$ cat config.mk
export PLATFORM = sky130hd
export DESIGN_NAME = cordic_vec_iter_flat
export DESIGN_NICKNAME = d
export VERILOG_FILES = /design/src/rtl/cordic_vec_iter_if.sv /design/src/rtl/cordic_vec_iter.sv /design/src/flat_wrapper.sv
export SDC_FILE = /design/constraint.sdc
export NUM_CORES = 1
export LEC_CHECK = 0
export ABC_AREA = 1
export CAP_MARGIN = 25
export CORE_UTILIZATION = 35
export CTS_BUF_LIST = sky130_fd_sc_hd__clkbuf_4
export CTS_CLUSTER_DIAMETER = 40
export DETAILED_ROUTE_END_ITERATION = 8
export GPL_TIMING_DRIVEN = 0
export HOLD_SLACK_MARGIN = 0.06
export SLEW_MARGIN = 15
export SYNTH_ARGS = -nofsm -noshare
export SYNTH_HDL_FRONTEND = slang
export SYNTH_SLANG_ARGS = --single-unit
$ cat constraint.sdc
create_clock -name i_clk -period 9.7 [get_ports i_clk]
set_clock_uncertainty 0.1 [all_clocks]
set_input_delay 1.94 -clock i_clk [delete_from_list [all_inputs] [get_ports i_clk]]
set_output_delay 1.94 -clock i_clk [all_outputs]
set_load 0.05 [all_outputs]
$ cat src/rtl/cordic_vec_iter_if.sv
`default_nettype none
// ============================================================================
// cordic_vec_iter_if : start/done request and result bundle for cordic_vec_iter
// Rev 1.0
// ============================================================================
interface cordic_vec_iter_if #(
  parameter int gp_xy_width = 24,
  parameter int gp_z_width  = 16
);
  logic                          i_ena;
  logic                          i_start;
  logic signed [gp_xy_width-1:0] i_x;
  logic signed [gp_xy_width-1:0] i_y;
  logic        [gp_xy_width+1:0] o_mag;
  logic signed [gp_z_width-1:0]  o_phase;
  logic                          o_busy;
  logic                          o_done;

  modport master (
    output i_ena, i_start, i_x, i_y,
    input  o_mag, o_phase, o_busy, o_done
  );

  modport slave (
    input  i_ena, i_start, i_x, i_y,
    output o_mag, o_phase, o_busy, o_done
  );
endinterface
`default_nettype wire

$ cat src/rtl/cordic_vec_iter.sv
`default_nettype none
// ============================================================================
// cordic_vec_iter : iterative vectoring CORDIC, (x, y) -> magnitude (gain K
//                   uncompensated) and atan2 phase as a signed binary angle
// Rev 1.0
// ============================================================================
module cordic_vec_iter #(
  parameter int gp_nr_iter  = 12,
  parameter int gp_xy_width = 24,
  parameter int gp_z_width  = 16
) (
  input  logic             i_clk,
  input  logic             i_rst_an,
  cordic_vec_iter_if.slave bus
);
  localparam int                    c_xw   = gp_xy_width + 2;
  localparam logic [3:0]            c_last = 4'(gp_nr_iter - 1);
  localparam logic [gp_z_width-1:0] c_half = {1'b1, {(gp_z_width-1){1'b0}}};
  localparam int                    c_zsh  = (gp_z_width < 32) ? 32 - gp_z_width : 0;
  localparam int                    c_zup  = (gp_z_width > 32) ? gp_z_width - 32 : 0;
  localparam logic [63:0]           c_rnd  = (64'd1 << c_zsh) >> 1;

  typedef enum logic [1:0] {
    S_IDLE = 2'd0,
    S_ITER = 2'd1,
    S_DONE = 2'd2
  } state_t;

  // Base table is atan(2^-i) scaled so that 2^31 == pi, rescaled with rounding.
  function automatic logic [gp_z_width-1:0] atan_rom(input logic [3:0] idx);
    logic [63:0] b;
    b = '0;
    case (idx)
      4'd0:  b = 64'h2000_0000;
      4'd1:  b = 64'h12E4_051E;
      4'd2:  b = 64'h09FB_385B;
      4'd3:  b = 64'h0511_11D4;
      4'd4:  b = 64'h028B_0D43;
      4'd5:  b = 64'h0145_D7E1;
      4'd6:  b = 64'h00A2_F61E;
      4'd7:  b = 64'h0051_7C55;
      4'd8:  b = 64'h0028_BE53;
      4'd9:  b = 64'h0014_5F2F;
      4'd10: b = 64'h000A_2F98;
      4'd11: b = 64'h0005_17CC;
      4'd12: b = 64'h0002_8BE6;
      4'd13: b = 64'h0001_45F3;
      4'd14: b = 64'h0000_A2FA;
      4'd15: b = 64'h0000_517D;
      default: b = '0;
    endcase
    return gp_z_width'(((b + c_rnd) >> c_zsh) << c_zup);
  endfunction

  state_t                   r_state;
  state_t                   w_next;
  logic signed [c_xw-1:0]   r_x;
  logic signed [c_xw-1:0]   r_y;
  logic [gp_z_width-1:0]    r_z;
  logic [3:0]               r_iter;
  logic                     r_zero;
  logic                     r_busy;
  logic                     r_done;
  logic [c_xw-1:0]          r_mag;
  logic [gp_z_width-1:0]    r_phase;
  logic signed [c_xw-1:0]   w_x_in;
  logic signed [c_xw-1:0]   w_y_in;
  logic signed [c_xw-1:0]   w_xs;
  logic signed [c_xw-1:0]   w_ys;
  logic [gp_z_width-1:0]    w_atan;

  assign w_x_in = {{2{bus.i_x[gp_xy_width-1]}}, bus.i_x};
  assign w_y_in = {{2{bus.i_y[gp_xy_width-1]}}, bus.i_y};
  assign w_xs   = r_x >>> r_iter;
  assign w_ys   = r_y >>> r_iter;
  assign w_atan = atan_rom(r_iter);

  always_comb begin
    w_next = r_state;
    case (r_state)
      S_IDLE:  if (bus.i_start) w_next = S_ITER;
      S_ITER:  if (r_iter == c_last) w_next = S_DONE;
      S_DONE:  w_next = S_IDLE;
      default: w_next = S_IDLE;
    endcase
  end

  always_ff @(posedge i_clk or negedge i_rst_an) begin
    if (!i_rst_an) begin
      r_state <= S_IDLE;
      r_x     <= '0;
      r_y     <= '0;
      r_z     <= '0;
      r_iter  <= '0;
      r_zero  <= 1'b0;
      r_busy  <= 1'b0;
      r_done  <= 1'b0;
      r_mag   <= '0;
      r_phase <= '0;
    end else if (bus.i_ena) begin
      r_state <= w_next;
      r_done  <= (r_state == S_DONE);
      case (r_state)
        S_IDLE: begin
          if (bus.i_start) begin
            // Left half-plane is folded onto the right half by a pi pre-rotation.
            if (bus.i_x[gp_xy_width-1]) begin
              r_x <= -w_x_in;
              r_y <= -w_y_in;
              r_z <= c_half;
            end else begin
              r_x <= w_x_in;
              r_y <= w_y_in;
              r_z <= '0;
            end
            r_iter <= '0;
            r_zero <= (bus.i_x == '0) && (bus.i_y == '0);
            r_busy <= 1'b1;
          end
        end
        S_ITER: begin
          if (!r_y[c_xw-1]) begin
            r_x <= r_x + w_ys;
            r_y <= r_y - w_xs;
            r_z <= r_z + w_atan;
          end else begin
            r_x <= r_x - w_ys;
            r_y <= r_y + w_xs;
            r_z <= r_z - w_atan;
          end
          r_iter <= r_iter + 4'd1;
        end
        S_DONE: begin
          r_mag   <= r_zero ? '0 : $unsigned(r_x);
          r_phase <= r_zero ? '0 : r_z;
          r_busy  <= 1'b0;
        end
        default: ;
      endcase
    end
  end

  assign bus.o_mag   = r_mag;
  assign bus.o_phase = r_phase;
  assign bus.o_busy  = r_busy;
  assign bus.o_done  = r_done;
endmodule
`default_nettype wire

$ cat src/flat_wrapper.sv
// flat-port wrapper written by rule: the top's interface ports become plain ports
module cordic_vec_iter_flat 
#(
  parameter int gp_nr_iter  = 12,
  parameter int gp_xy_width = 24,
  parameter int gp_z_width  = 16
)
  (i_clk, i_rst_an, bus_i_ena, bus_i_start, bus_i_x, bus_i_y, bus_o_mag, bus_o_phase, bus_o_busy, bus_o_done);
  cordic_vec_iter_if #(.gp_xy_width(gp_xy_width), .gp_z_width(gp_z_width)) bus_i ();
  input  logic i_clk;
  input  logic i_rst_an;
  input wire logic [$bits(bus_i.i_ena)-1:0] bus_i_ena;
  input wire logic [$bits(bus_i.i_start)-1:0] bus_i_start;
  input wire logic [$bits(bus_i.i_x)-1:0] bus_i_x;
  input wire logic [$bits(bus_i.i_y)-1:0] bus_i_y;
  output wire logic [$bits(bus_i.o_mag)-1:0] bus_o_mag;
  output wire logic [$bits(bus_i.o_phase)-1:0] bus_o_phase;
  output wire logic [$bits(bus_i.o_busy)-1:0] bus_o_busy;
  output wire logic [$bits(bus_i.o_done)-1:0] bus_o_done;
  assign bus_i.i_ena = bus_i_ena;
  assign bus_i.i_start = bus_i_start;
  assign bus_i.i_x = bus_i_x;
  assign bus_i.i_y = bus_i_y;
  assign bus_o_mag = bus_i.o_mag;
  assign bus_o_phase = bus_i.o_phase;
  assign bus_o_busy = bus_i.o_busy;
  assign bus_o_done = bus_i.o_done;
  cordic_vec_iter #(.gp_nr_iter(gp_nr_iter), .gp_xy_width(gp_xy_width), .gp_z_width(gp_z_width)) u_core (.i_clk(i_clk), .i_rst_an(i_rst_an), .bus(bus_i));
endmodule
==> impl_results.md <==
- Status: complete, no violations
- Reg2Reg Depth: 27
- Kind of critical path: reg2reg
- IO Port Bufs: 95
- Max clock buf depth: 2
- Crit. End Element: register
- Fin. max-slew vios: 0
- Root cell of the clock tree: clkbuf_4
- Via count: around 16k
- Post-route ant nets: 0
- Critical Path Start: u_core.r_iter[1]$_DFFE_PN0P_
- Final net count: 2443
- Post-synthesis cell area: approximately 14000 µm²
- Drt total wl: 57300 µm
- Global route overflow: 0
- Die W: approximately 200 µm
- Startpoint types: register
- Hold Path Origin: u_core.bus.o_phase[10]$_DFFE_PN0P_
- Starting DRC count in detailed routing: between 1k and 1.5k
- FF-to-FF End: u_core.r_x[18]$_DFFE_PN0P_
- R2r startpoint: u_core.r_iter[1]$_DFFE_PN0P_
- Syn Inst Count: about 2.2k
- Slew margin rel.: 0.320
- Synth warnings: 0
- Worst path slowest cell: dfrtp_1
- Largest net degree at the start of global routing: 76
- Hold Slack: about 390 ps
- Htree depth: 4
- Post-synth net total: 2328
- Most common cell after layout, fill and taps aside: nand2_1
- Post-CTS sizing: 0
- Die Y: between 150 and 200 µm
- Die area: 39500 µm²
- Most frequent cells in the layout: 624 x nand2_1, 252 x nand3_1, 194 x inv_1
- Slowest stage delay, CP: about 450 ps
- Vias per inst: roughly 5.5
- Detailed Routing Iterations Pass 1: 6
- Final hold violations: 0
- Routability Congestion: 0.982
- First-pass GRT wire length: approximately 87000 µm
- Wirelength per Cell: 20.2 µm
- Crit path DAT: approximately 5600 ps
- Synth cell types: 56
- Post-route DRC: 0
- Slew @ Worst Pin: just over 1000 ps
- Final setup violation count: 0
- Worst Hold End: u_core.bus.o_phase[10]$_DFFE_PN0P_
- Starting Density: 0.358
- Max Freq: slightly below 0.2 GHz
- CTS tree: yes
- Vias in the first global route: between 10k and 15k
- MaxCap Viol Count: 0
- Cell mode on critical path: nand2_1
- Rows: 71
- Seq/Total Area, Yosys: 0.220
- Fin Setup TNS: 0 ps
- RSZ-0062 raised after global routing: no
- Hold Crit Class: reg2reg
- Top Ports: 96
- TritonCTS Buffers: 17
- # hold bufs at CTS: 0
- Syn avg cell area: 6.18 µm²
- Final Cycle Share: 0.536
- Clock-pin slew on the worst setup and hold paths: between 100 and 150 ps
- FF+latch count, synth: about 120
- Setup bufs post-CTS: 0
- Hold Path Cell Cnt: 2
- Synth area leader: dfrtp_1
- Synth-to-layout area growth: 14.3%
- Post-layout min period: ~5200 ps
- Worst path required time: ~10000 ps
- R2R Setup Slk: around 4500 ps
- Antenna violations before repair: 1
- Clk sinks: roughly 120
- Detailed placement HPWL: 46300 µm
- Fraction of final layout cells with drive strength greater than 1: 0.0641
- Clock Latency Late Sink: 660 ps
- Core ar.: around 38000 µm²
- Top cells by area, synth: dfrtp_1 22%, nand2_1 17%, nand3_1 9.3%
- Yosys top cell area share: 0.220
- Worst-path fanout max: 11
- Gr usage total: 0.296
worst max-delay path: cells and delay by family, from the launching register on:
family / cells / cell delay (ps)
adders and majority gates: 2 / 540
and+or+nand+nor: 14 / 2010
AOI/OAI and AO/OA: 5 / 880
xor gates and xnor gates: 1 / 170
buffers and inverters: 5 / 870
DFF: 1 / 450
Yosys cell counts, drive strengths merged:
cell type  instances
o211ai            12
xnor2             26
ha                77
mux2i              1
a32o               2
xor2              46
nand3            261
o22ai              7
a21o               9
o2111ai            1
nor2             202
fa                 3
clkinv             3
o21bai             9
a31o               1
o221ai             2
a22oi              6
dfrtp            119
clkbuf            37
nor3b              1
a31oi             40
o31ai             25
a211oi             2
nand4             22
buf               55
or2               12
and3               1
o21a               6
a21boi             2
a21oi            159
nor4               7
and2               9
nand2            641
o41ai              2
nor3              20
nand3b             5
inv              202
o21ai            161
per-layer routing:
| metal | part of all wire | wire, µm | vias up | GRT usage |
|---|---|---|---|---|
| met2 | 0.45 | 25800 | 637 | 0.482 |
| met4 | 0.044 | 2500 | 0 | 0.135 |
| met3 | 0.071 | 4060 | 121 | 0.0363 |
| li1 | - | - | 7611 | - |
| met1 | 0.44 | 25000 | 7364 | 0.388 |
| met5 | 0 | 0 | - | 0 |
final cells by class:
type / instances / area, µm²
clock buffer: 18 / 135
multi-input combinational: 1780 / 9300
fill: 4124 / 22400
timing repair buffer: 96 / 980
clock inverter: 14 / 170
sequential: 119 / 2980
buffer: 92 / 515
antenna: 2 / 5.00
inverter: 205 / 777
tap: 511 / 639
flip-flops by register name, summed over array words and instances (netlist names):
register	cells
u_core.bus.o_mag	26
u_core.bus.o_done	1
u_core.r_zero	1
u_core.bus.o_phase	16
u_core.r_x	26
u_core.r_state	2
u_core.r_y	26
u_core.bus.o_busy	1
u_core.r_z	16
u_core.r_iter	4
metrics by stage:
step | std cells | area [µm²] | utilization | setup WS, ps
2_1_floorplan | 2196 | 13600 | - | 5590
3_3_place_gp | 2802 | 15200 | 0.400 | 1350
3_5_place_dp | 2803 | 15200 | 0.400 | 4520
4_1_cts | 2835 | 15500 | 0.408 | 4570
5_1_grt | 2836 | 15500 | 0.409 | 4020
6_report | 2837 | 15500 | 0.409 | 4500
kinds of logic (layout without fill, tap and decap cells):
kind of cell / Yosys count / in the layout / share of synthesized area
other cells: 0 / 2 / 0
fa+ha+maj: 80 / 80 / 0.0754
simple gates: 1181 / 1181 / 0.376
buf+inv: 297 / 425 / 0.0953
mux: 1 / 1 / 0.000738
xor+xnor: 72 / 72 / 0.0465
flops: 119 / 119 / 0.220
compound gates: 446 / 446 / 0.187
how the worst max path moves through the flow:
stage	to
3_3_place_gp	u_core.r_y[13]$_DFFE_PN0P_
5_1_grt	u_core.r_z[15]$_DFFE_PN0P_
3_5_place_dp	u_core.r_y[3]$_DFFE_PN0P_
2_1_floorplan	u_core.r_z[15]$_DFFE_PN0P_
6_report	u_core.r_x[18]$_DFFE_PN0P_
4_1_cts	u_core.r_z[15]$_DFFE_PN0P_
Power is not shown: default switching activity piles up to over one toggle a cycle in this logic, so the estimate is an artifact.
